### config.mk
export PLATFORM = sky130hd
export DESIGN_NAME = tri_mux_arbiter
export DESIGN_NICKNAME = d
export VERILOG_FILES = /design/src/rtl/tri_mux_arbiter.sv
export SDC_FILE = /design/constraint.sdc
export NUM_CORES = 1
export LEC_CHECK = 0
export ABC_CLOCK_PERIOD_IN_PS = 2590
export BUFFER_PORTS_ARGS = -buffer_cell sky130_fd_sc_hd__buf_2
export CAP_MARGIN = 5
export CORE_ASPECT_RATIO = 1.1
export CORE_MARGIN = 1.5
export CORE_UTILIZATION = 40
export DETAILED_ROUTE_END_ITERATION = 8
export GPL_ROUTABILITY_DRIVEN = 0
export GPL_TIMING_DRIVEN = 0
export PLACE_DENSITY = 0.66
export SLEW_MARGIN = 15
export SYNTH_ARGS = -nofsm -noshare
export SYNTH_HDL_FRONTEND = slang
export SYNTH_SLANG_ARGS = --single-unit
### constraint.sdc
create_clock -name clk -period 2.59 [get_ports clk]
set_input_delay 0.518 -clock clk [delete_from_list [all_inputs] [get_ports clk]]
set_output_delay 0.518 -clock clk [all_outputs]
set_load 0.005 [all_outputs]
### src/rtl/tri_mux_arbiter.sv
// Round-robin arbiter for a shared three-input select mux: one-hot grant plus
// mux select, with a per-grant hold limit and a dead-time gap between owners.
module tri_mux_arbiter #(
    parameter int MAX_HOLD = 16,
    parameter int IDLE_GAP = 1
) (
    input  logic       clk,
    input  logic       reset_n,
    input  logic [2:0] req,
    output logic [2:0] gnt,
    output logic [1:0] sel,
    output logic       busy,
    output logic       timeout
);

    localparam int              HW       = (MAX_HOLD < 1) ? 1 : $clog2(MAX_HOLD + 1);
    localparam logic [HW-1:0]   HOLD_LIM = HW'(MAX_HOLD);
    localparam logic [1:0]      GAP_LAST = (IDLE_GAP == 0) ? 2'd0 : 2'(IDLE_GAP - 1);

    // Handshake: req is level-held for the whole transaction; the owner ends it
    // by dropping req, and gnt/sel are valid from the edge after arbitration.
    typedef enum logic [1:0] {IDLE, GRANT, GAP} state_t;

    state_t          state, state_n;
    logic [1:0]      ptr, ptr_n;
    logic [2:0]      mask, mask_n;
    logic [HW-1:0]   hold_cnt, hold_n;
    logic [1:0]      gap_cnt, gap_n;
    logic [2:0]      gnt_n;
    logic [1:0]      sel_n;
    logic            busy_n, timeout_n;
    logic [2:0]      elig;
    logic [1:0]      win, cand;

    function automatic logic [1:0] wrap_add(input logic [1:0] p, input logic [1:0] k);
        logic [2:0] s;
        s = {1'b0, p} + {1'b0, k};
        return (s >= 3'd3) ? 2'(s - 3'd3) : s[1:0];
    endfunction

    // Scan from the farthest position back to ptr so the first eligible in
    // round-robin order is the last one written.
    always_comb begin
        elig = req & ~mask;
        win  = ptr;
        cand = ptr;
        for (int k = 2; k >= 0; k--) begin
            cand = wrap_add(ptr, 2'(k));
            if (elig[cand]) win = cand;
        end
    end

    always_comb begin
        state_n   = state;
        ptr_n     = ptr;
        mask_n    = mask & req;
        hold_n    = hold_cnt;
        gap_n     = gap_cnt;
        gnt_n     = gnt;
        sel_n     = sel;
        timeout_n = 1'b0;
        case (state)
            IDLE: begin
                if (|elig) begin
                    gnt_n   = 3'b001 << win;
                    sel_n   = win;
                    ptr_n   = wrap_add(win, 2'd1);
                    hold_n  = HW'(1);
                    state_n = GRANT;
                end
            end
            GRANT: begin
                if (!req[sel]) begin
                    gnt_n   = 3'b000;
                    gap_n   = 2'd0;
                    state_n = (IDLE_GAP == 0) ? IDLE : GAP;
                end else if (MAX_HOLD != 0 && hold_cnt == HOLD_LIM) begin
                    gnt_n       = 3'b000;
                    timeout_n   = 1'b1;
                    mask_n[sel] = 1'b1;
                    gap_n       = 2'd0;
                    state_n     = (IDLE_GAP == 0) ? IDLE : GAP;
                end else if (MAX_HOLD != 0 && hold_cnt != HOLD_LIM) begin
                    hold_n = hold_cnt + 1'b1;
                end
            end
            GAP: begin
                if (gap_cnt == GAP_LAST) state_n = IDLE;
                else                     gap_n   = gap_cnt + 2'd1;
            end
            default: state_n = IDLE;
        endcase
        busy_n = (state_n != IDLE);
    end

    always_ff @(posedge clk or negedge reset_n) begin
        if (!reset_n) begin
            state    <= IDLE;
            ptr      <= 2'd0;
            mask     <= 3'b000;
            hold_cnt <= '0;
            gap_cnt  <= 2'd0;
            gnt      <= 3'b000;
            sel      <= 2'd0;
            busy     <= 1'b0;
            timeout  <= 1'b0;
        end else begin
            state    <= state_n;
            ptr      <= ptr_n;
            mask     <= mask_n;
            hold_cnt <= hold_n;
            gap_cnt  <= gap_n;
            gnt      <= gnt_n;
            sel      <= sel_n;
            busy     <= busy_n;
            timeout  <= timeout_n;
        end
    end

endmodule

After elaboration in Yosys (flattened, before gate mapping):

Index checks and enable logic that the tools add are counted.
W data, S select, Z words.

* add/subtract/negate cells: 9
* magnitude comparators: 9
* eq/ne operators: 10
* shifts and indexed selects: 1
* muxes and demuxes: 41
* bitwise gates (word level): 4
* reduce and logical (&&, ||, !) cells: 11

Operator list (count)
* $mux W2: 14
* $mux W5: 4
* $mux W3: 6
* $lt A2 B3 Y1 const B: 4
* $ne A2 B2 Y1 const B: 5
* $pmux W5 S2: 1
* $ge A3 B2 Y1 const B: 3
* $bmux W1 S2: 4
* $mux W1: 8
* $sub A2 B2 Y2 const B: 4
* $add A2 B1 Y3 const B: 2
* $and A3 B3 Y3: 2
* $pmux W2 S3: 1
* $pmux W3 S2: 1
* $reduce_and A3 Y1: 2
* $reduce_bool A2 Y1: 3
* $add A5 B1 Y5 const B: 1
* $eq A5 B5 Y1 const B: 1
* $ne A5 B5 Y1 const B: 1
* $reduce_and A5 Y1: 1
* $logic_not A2 Y1: 2
* $pmux W2 S2: 1
* $add A2 B2 Y3 const B: 1
* $ne A3 B3 Y1 const B: 1
* other kinds (12): 12

* bits in registers: 21
* input bits: 5
* output and inout bits: 7
* word-level logic and storage cells: 94

Depth between registers and ports, before layout:

Gate-level depths: netlist of the first run.

* word-level depth: 11
* depth in mapped cells: 10
* gate-level depth less buffers: 9

Worst setup path after synthesis of the first run:

Ideal clock, no wire load.

* kind: register to register
* start: reg ptr[0]
* end: reg ptr[0]
* setup time: 126 ps
* data arrival time: 1926 ps
* data required time: 2464 ps
* slack: 538 ps
* stages on the path, launching flop included: 11
* path buffers: 1
* period minus slack after synthesis: 2052 ps
* cell sequence: dfrtp_1 inv_1 ha_1 buf_2 nor2b_1 a221oi_1 o32ai_2 and2_1 ha_1 nand2_1 o21ai_0

* longest elaborated chain between the ends: 11
* elaborated cells on any way between the ends: 24
* those cells by class: add/sub (7); order compare (4); mux (13)

Ends and longest elaborated chain
* start, declared: RTL line 25 `logic [1:0] ptr, ptr_n;`
* start signal, assigned: RTL line 109 `ptr <= ptr_n;`
* $add A2 B2 Y3: RTL line 37 `s = {1'b0, p} + {1'b0, k};`
* $ge A3 B2 Y1 or $sub A2 B2 Y2 (tied branches): RTL line 38 `return (s >= 3'd3) ? 2'(s - 3'd3) : s[1:0];`
* $mux W2: RTL line 38
* $bmux W1 S2: RTL line 49 `if (elig[cand]) win = cand;`
* $mux W1 (implied by the code): RTL line 49
* $mux W2 (2 in a row): RTL line 49
* $mux W2 (*): RTL line 49
* $add A2 B1 Y3 (*): RTL line 37
* $ge A3 B2 Y1 or $sub A2 B2 Y2 (tied branches): RTL line 38
* $mux W2 (*): RTL line 38

Every way passes the cells marked *; elsewhere a longest branch is shown, timed or not. The select of a mux whose other input is x is not followed.
A chain may end at the register's enable or synchronous reset.

Worst setup path in the final report of the first run:

Ends and elaborated chain as after synthesis.

==> results by group, run 1 <==
Setup path
  • Critical R2R Launch: ptr[0]$_DFFE_PN0P_
  • Worst setup path end: ptr[0]$_DFFE_PN0P_
  • Crit path max fanout: 10
  • Cells on worst reg2reg path: 10
  • WP buf/inv: 2
  • Crit path capture type: flop
  • CP Launch Type: flop
  • CP Class: flop to flop
  • CP peak stage delay: 400 ps
  • RR Endpoint: ptr[0]$_DFFE_PN0P_
  • Cell family with the largest share of critical-path delay: adder cells
  • Crit-path most repeated cell: ha_1
  • Crit path launch: ptr[0]$_DFFE_PN0P_
  • Worst EP arrival: 2480 ps
  • Reg2reg setup slack: 300 ps
  • Critical Path Stages: 10
  • CP Cell Sequence: inv_1 -> ha_1 -> buf_2 -> nor2b_1 -> a221oi_1 -> o32ai_2 -> and2_1 -> ha_1 -> nand2_1 -> o21ai_0
  • Slowest-stage cell, CP: dfrtp_1
  • Critical path required time: 2790 ps

Yosys
  • Yosys reg bits: 21
  • Synth top cells by count: 26 x nand2_1, 21 x dfrtp_1, 12 x o21ai_0
  • Ys Warns: 0
  • Sequential fraction of the synthesis area: 0.4062
  • Synth Instances: 144
  • Post-synth EDFFs: 0
  • Post-synth top area share: 0.4062
  • Synth area leaders: dfrtp_1 41%, ha_1 8.7%, nand2_1 7.5%
  • Mapped Area: 1294 sq um
  • Top FF cell, synth: dfrtp_1
  • Synth Area per Inst: 8.984 sq um
  • Syn_nets: 158
  • Most frequent cell after synthesis: nand2_1
  • Area leader, netlist: dfrtp_1
  • Number of library cell types mapped by synthesis: 37
  • Post-synthesis async set-or-reset flop share: 1.000

Detailed routing
  • M1 WL: 1.183 mm
  • Pre-Repair DR Iteration Count: 4
  • Routed length per instance: 13.19 um
  • DR vias: 1066
  • DRT iter0 DRCs: 54
  • Vias per Instance: 5.523
  • Met3 WL: 66 um
  • Uppermost routed layer: met4
  • Post-route DRC violation count: 0
  • Routed WL: 2.546 mm
  • Met2 wire length: 1.275 mm
  • Antenna Nets Post-Route: 0

CTS
  • Num CTS Buffers: 3
  • Post-CTS Hold Buffers: 0
  • Deepest clock path buffer count: 2
  • Post-CTS setup buffers: 0
  • TritonCTS Sinks: 21
  • CTS clk-pin slew, worst paths: 130 ps
  • Root buf cell: clkbuf_4
  • Cts repair resizes: 0
  • H-Tree Depth: 1
  • CTS tree: done
  • Clk Latency, worst-skew pair: 310 ps

Outcome
  • Status: finished, final reports clean

Floorplanning
  • Num rows: 21
  • Die area: 3585 sq um
  • Die Ht: 62.65 um
  • Core box area: 3074 sq um
  • Die Width: 57.23 um
  • Starting Density: 0.4208
  • # IOs: 12

Layout
  • Area grow syn2layout: 9.864%
  • Final core occ: 0.4624
  • Filler Cell Count: 303
  • Post-Layout Cell Count: 193
  • Final net count: 174
  • Finished Cell Area: 1421 sq um
  • Layout cells sized above 1: 0.1635
  • Ant diodes: 0

Hold path
  • Min-Delay Path Class: input port to asynchronous set/reset pin

STA
  • Setup WS post-layout: 304.4 ps
  • Min Tclk post-route: 2286 ps
  • Fin. max-slew vios: 0
  • Max_slew headroom: 0.6873
  • Final Hold Viols: 0
  • RSZ-0062 raised after global routing: false
  • Count of final setup violators: 0
  • Setup TNS: 0 ps
  • F_max: 437.5 MHz
  • Fin crit share: 0.8825
  • Worst-margin pin slew: 469.0 ps
  • Worst Clk Skew: 12.90 ps

Pwr
  • Power per cell area: 1054 nW/um^2
  • Leakage power: 0.7041 nW
  • Peak supply drop: 543.0 uV

Placement
  • Pre-CTS WS: 352.8 ps
  • Port Buf Inserts: 11
  • Dpl hpwl: 1.930 mm
  • Post-Place Cells: 189
  • Area post-placement: 1391 sq um

Global routing
  • Largest net degree at the start of global routing: 22
  • Initial antenna violation count: 0
  • Global-route wire length before repair: 4.623 mm
  • GRT Total Usage: 0.1608
  • Gr ovfl total: 0
  • Number of global-route vias before repair: 1044

Flow run
  • Max_cap viols: 0
[flip-flops by register name, summed over array words and instances (netlist names)]
register	count
hold_cnt	5
gnt	3
mask	3
gap_cnt	2
ptr	2
sel	2
state	2
busy	1
timeout	1
[report_power, final]
| group | internal, mW | leakage, nW | switching, mW | total (mW) |
|---|---|---|---|---|
| Clock | 0.0590 | 0.0139 | 0.105 | 0.164 |
| Combinational | 0.356 | 0.416 | 0.475 | 0.831 |
| Sequential | 0.420 | 0.275 | 0.0825 | 0.503 |
[layer usage]
layer	track usage	up-vias
li1	-	525
met1	0.2150	516
met2	0.2615	21
met3	0.01863	4
met4	0.06686	0
met5	0	-
[stage by stage]
step / hold slack (ps) / power, mW
floorplan: 222.4 / 1.130
global placement: 471.9 / 1.303
detailed placement: 488.8 / 1.339
CTS: 143.8 / 1.510
global route: 164.7 / 1.660
finish: 135.8 / 1.497
[cell families (layout without fill, tap and decap cells)]
family	count (synthesis)	count (layout)	synth area share
adders and majority gates	9	9	0.08704
muxes	6	6	0.04642
AOI/OAI and AO/OA	29	29	0.1586
DFF	21	21	0.4062
and+or+nand+nor	66	66	0.2544
buffers and inverters	13	28	0.04739
[cell type report]
cell class / instances / area (sq um) / share of cell area
multi-input cells: 110 / 706.9 / 0.4974
flip-flops and latches: 21 / 525.5 / 0.3697
repair buffers: 11 / 55.05 / 0.03873
well taps: 34 / 42.54 / 0.02993
plain buffers: 5 / 31.28 / 0.02201
inverters: 8 / 30.03 / 0.02113
clock buffers: 3 / 22.52 / 0.01585
clock inverters: 1 / 7.507 / 0.005282
[worst register-to-register path, cell delays in order (launching register included)]
cell      delay (ps)
dfrtp_1          400
inv_1            110
ha_1             270
buf_2            180
nor2b_1          140
a221oi_1         320
o32ai_2          150
and2_1           190
ha_1             290
nand2_1           50
o21ai_0           70
[cells in the final DEF, fill, tap and decap left out, types with 2 or more instances in the layout]
cell	count
dfrtp_1	21
and3_1	2
and2_1	2
nand2_1	26
clkbuf_4	3
nand3_1	7
buf_2	15
o21ai_0	12
mux2i_1	6
nand2b_1	8
a221oi_1	2
nor2b_1	4
o22ai_1	2
nor2_1	8
inv_1	8
a21oi_1	2
ha_1	9
[worst min-delay path by stage]
stage	to	cells after the start
2_1_floorplan	busy$_DFF_PN0_	0
3_3_place_gp	hold_cnt[4]$_DFFE_PN0P_	1
3_5_place_dp	mask[0]$_DFF_PN0_	2
4_1_cts	hold_cnt[1]$_DFFE_PN0P_	1
5_1_grt	hold_cnt[1]$_DFFE_PN0P_	1
6_report	hold_cnt[1]$_DFFE_PN0P_	1
(Power assumes the default switching activity.)
==> run 2, diff against run 1 <==
--- a/config.mk
+++ b/config.mk
@@ -5,6 +5,7 @@
 export SDC_FILE = /design/constraint.sdc
 export NUM_CORES = 1
 export LEC_CHECK = 0
+export ABC_AREA = 0
 export ABC_CLOCK_PERIOD_IN_PS = 2590
 export BUFFER_PORTS_ARGS = -buffer_cell sky130_fd_sc_hd__buf_2
 export CAP_MARGIN = 5
@@ -15,6 +16,7 @@
 export GPL_ROUTABILITY_DRIVEN = 0
 export GPL_TIMING_DRIVEN = 0
 export PLACE_DENSITY = 0.66
+export SETUP_SLACK_MARGIN = 0.4
 export SLEW_MARGIN = 15
 export SYNTH_ARGS = -nofsm -noshare
 export SYNTH_HDL_FRONTEND = slang
==> results by group, run 2 (synthesized netlist as in run 1, its figures left out) <==
STA
  • Min Tclk post-route: 2062 ps (-223.3 ps)
  • Count of final setup violators: 0 (unchanged)
  • Fin crit share: 0.7963 (-0.08620)
  • F_max: 484.9 MHz (+11%)
  • Max_slew headroom: 0.6851 (-0.002297)
  • Worst Clk Skew: 13.40 ps (+0.4971 ps)
  • RSZ-0062 raised after global routing: false
  • Setup TNS: 0 ps (unchanged)
  • Fin. max-slew vios: 0 (unchanged)
  • Final Hold Viols: 0 (unchanged)
  • Worst-margin pin slew: 472.4 ps (+3.445 ps)

Detailed routing
  • Vias per Instance: 5.490 (-0.61%)
  • Post-route DRC violation count: 0 (unchanged)
  • DR vias: 1076 (+0.94%)
  • DRT iter0 DRCs: 58 (+7.4%)
  • Routed WL: 2.590 mm (+1.7%)
  • Antenna Nets Post-Route: 0 (unchanged)
  • Routed length per instance: 13.21 um (+0.17%)
  • Pre-Repair DR Iteration Count: 4 (unchanged)

Floorplanning
  • Die Ht: 62.65 um (unchanged)
  • Num rows: 21 (unchanged)
  • Core box area: 3074 sq um (unchanged)
  • Die area: 3585 sq um (unchanged)
  • Die Width: 57.23 um (unchanged)
  • Starting Density: 0.4208 (unchanged)
  • # IOs: 12 (unchanged)

Layout
  • Top reg by flops: hold_cnt
  • Max reg flops: 5 (unchanged)
  • Commonest non-fill, non-tap cell in the layout: nand2_1
  • Area occupied by multi-input gates: 758.2 sq um (+7.3%)
  • Area occupied by registers: 526.8 sq um (+0.24%)
  • Area grow syn2layout: 16.44%
  • Filler Cell Count: 296 (-2.3%)
  • Commonest non-fill, non-tap cells in the layout: 26 x nand2_1, 20 x dfrtp_1, 14 x buf_2
  • Finished Cell Area: 1506 sq um (+6.0%)
  • Ant diodes: 0 (unchanged)
  • Final net count: 177 (+1.7%)
  • Top flop regs: hold_cnt: 5 flops, gnt: 3 flops, mask: 3 flops
  • Layout cells sized above 1: 0.2284 (+0.06487)
  • Final core occ: 0.4900 (+0.02768)

Setup path
  • Critical path required time: 2780 ps (about the same)
  • CP Launch Type: flop
  • CP peak stage delay: 460 ps (+60 ps)
  • Critical Path Stages: 9 (-1)
  • Slowest-stage cell, CP: dfrtp_2
  • WP buf/inv: 1 (-1)
  • CP Class: flop to flop
  • CP Cell Sequence: ha_4 -> buf_2 -> nand2_1 -> a221oi_2 -> o32ai_4 -> and2_4 -> ha_4 -> nand2_1 -> o21ai_0
  • Reg2reg setup slack: 530 ps (+220 ps)
  • Worst EP arrival: 2260 ps (-220 ps)
  • Crit path max fanout: 5 (-5)
  • Cells on worst reg2reg path: 9 (-1)
  • Cell family with the largest share of critical-path delay: adder cells
  • Critical R2R Launch: ptr[1]$_DFFE_PN0P_
  • RR Endpoint: ptr[0]$_DFFE_PN0P_
  • Crit path capture type: flop

Hold path
  • Min-Delay Path Class: input port to asynchronous set/reset pin

CTS
  • Root buf cell: clkbuf_4
  • CTS clk-pin slew, worst paths: 130 ps (about the same)
  • TritonCTS Sinks: 21 (unchanged)
  • Num CTS Buffers: 3 (unchanged)
  • Clk Latency, worst-skew pair: 310 ps (about the same)
  • H-Tree Depth: 1 (unchanged)
  • CTS tree: done
  • Deepest clock path buffer count: 2 (unchanged)

Global routing
  • Gr ovfl total: 0 (unchanged)
  • GR peak layer: met2
  • Largest net degree at the start of global routing: 22 (unchanged)
  • M2 GR Usage: 0.2601 (-0.001437)
  • Initial antenna violation count: 0 (unchanged)
  • GRT Total Usage: 0.1630 (+0.002133)
  • Global-route wire length before repair: 4.692 mm (+1.5%)
  • Met3 Use GR: 0.01863 (unchanged)
  • Number of global-route vias before repair: 1040 (-0.38%)
  • Met1 usage in global routing: 0.2230 (+0.007916)

Pwr
  • Leakage power: 0.7264 nW (+3.2%)
  • Peak supply drop: 627.0 uV (+15%)
  • Power per cell area: 1118 nW/um^2 (+6.1%)

Placement
  • Area post-placement: 1391 sq um (unchanged)
  • Port Buf Inserts: 11 (unchanged)
  • Dpl hpwl: 1.930 mm (unchanged)

Outcome
  • Status: finished, final reports clean

Flow run
  • Max_cap viols: 0 (unchanged)
## run 2: changes by cell type in the layout (fill, tap and decap cells not counted), sizes merged
cell,change
buf,+3
## run 2: final cells by class
class                      count  share of cell area
sequential                    21              0.3497
timing repair buffer          14             0.04983
buffer                         5             0.02907
clock buffer                   3             0.01495
tap                           34             0.02824
inverter                       8             0.01993
clock inverter                 1            0.004983
multi-input combinational    110              0.5033
## run 2: worst register-to-register path: cells and delay by family (launching register included)
family / cells / cell delay, ps
AOI/OAI and AO/OA: 3 / 530
adders and majority gates: 2 / 520
buffers and inverters: 1 / 140
DFF: 1 / 460
and+or+nand+nor: 3 / 310
## run 2: metrics by stage
stage	power (mW)	hold slack, ps	setup slack, ps	instances
6_report	1.684	140.5	527.7	196
5_1_grt	1.856	164.7	418.2	196
4_1_cts	1.567	143.8	409.0	193
3_5_place_dp	1.339	488.8	352.8	189
3_3_place_gp	1.303	471.9	399.1	189
2_1_floorplan	1.130	222.4	537.8	144
## run 2: repair_timing
item	4_1_cts	5_1_grt
hold buffers	0	0
setup buffers	0	2
pin swaps	2	6
gates resized for setup	7	6
endpoints found under the setup margin	2	5
gates cloned	0	1
## run 2: worst max path at each step
stage                                  start                 end  slack (ps)
after floorplan           ptr[0]$_DFFE_PN0P_  ptr[0]$_DFFE_PN0P_         540
after global placement    ptr[0]$_DFFE_PN0P_  ptr[0]$_DFFE_PN0P_         400
after detailed placement  ptr[0]$_DFFE_PN0P_  ptr[0]$_DFFE_PN0P_         350
after CTS                 ptr[1]$_DFFE_PN0P_  ptr[0]$_DFFE_PN0P_         410
after global routing      ptr[1]$_DFFE_PN0P_  gnt[1]$_DFFE_PN0P_         420
final                     ptr[1]$_DFFE_PN0P_  ptr[0]$_DFFE_PN0P_         530
## run 2: per-layer routing
layer / part of all wire / wire length [um]
met5: 0 / 0
met4: 0.0073 / 19
met1: 0.46 / 1191
met2: 0.50 / 1307
met3: 0.027 / 71
## run 2: report_power, final
part           switching, mW  internal (mW)
Sequential            0.0883          0.422
Combinational          0.533          0.479
Clock                  0.103         0.0589
Total                  0.724          0.960
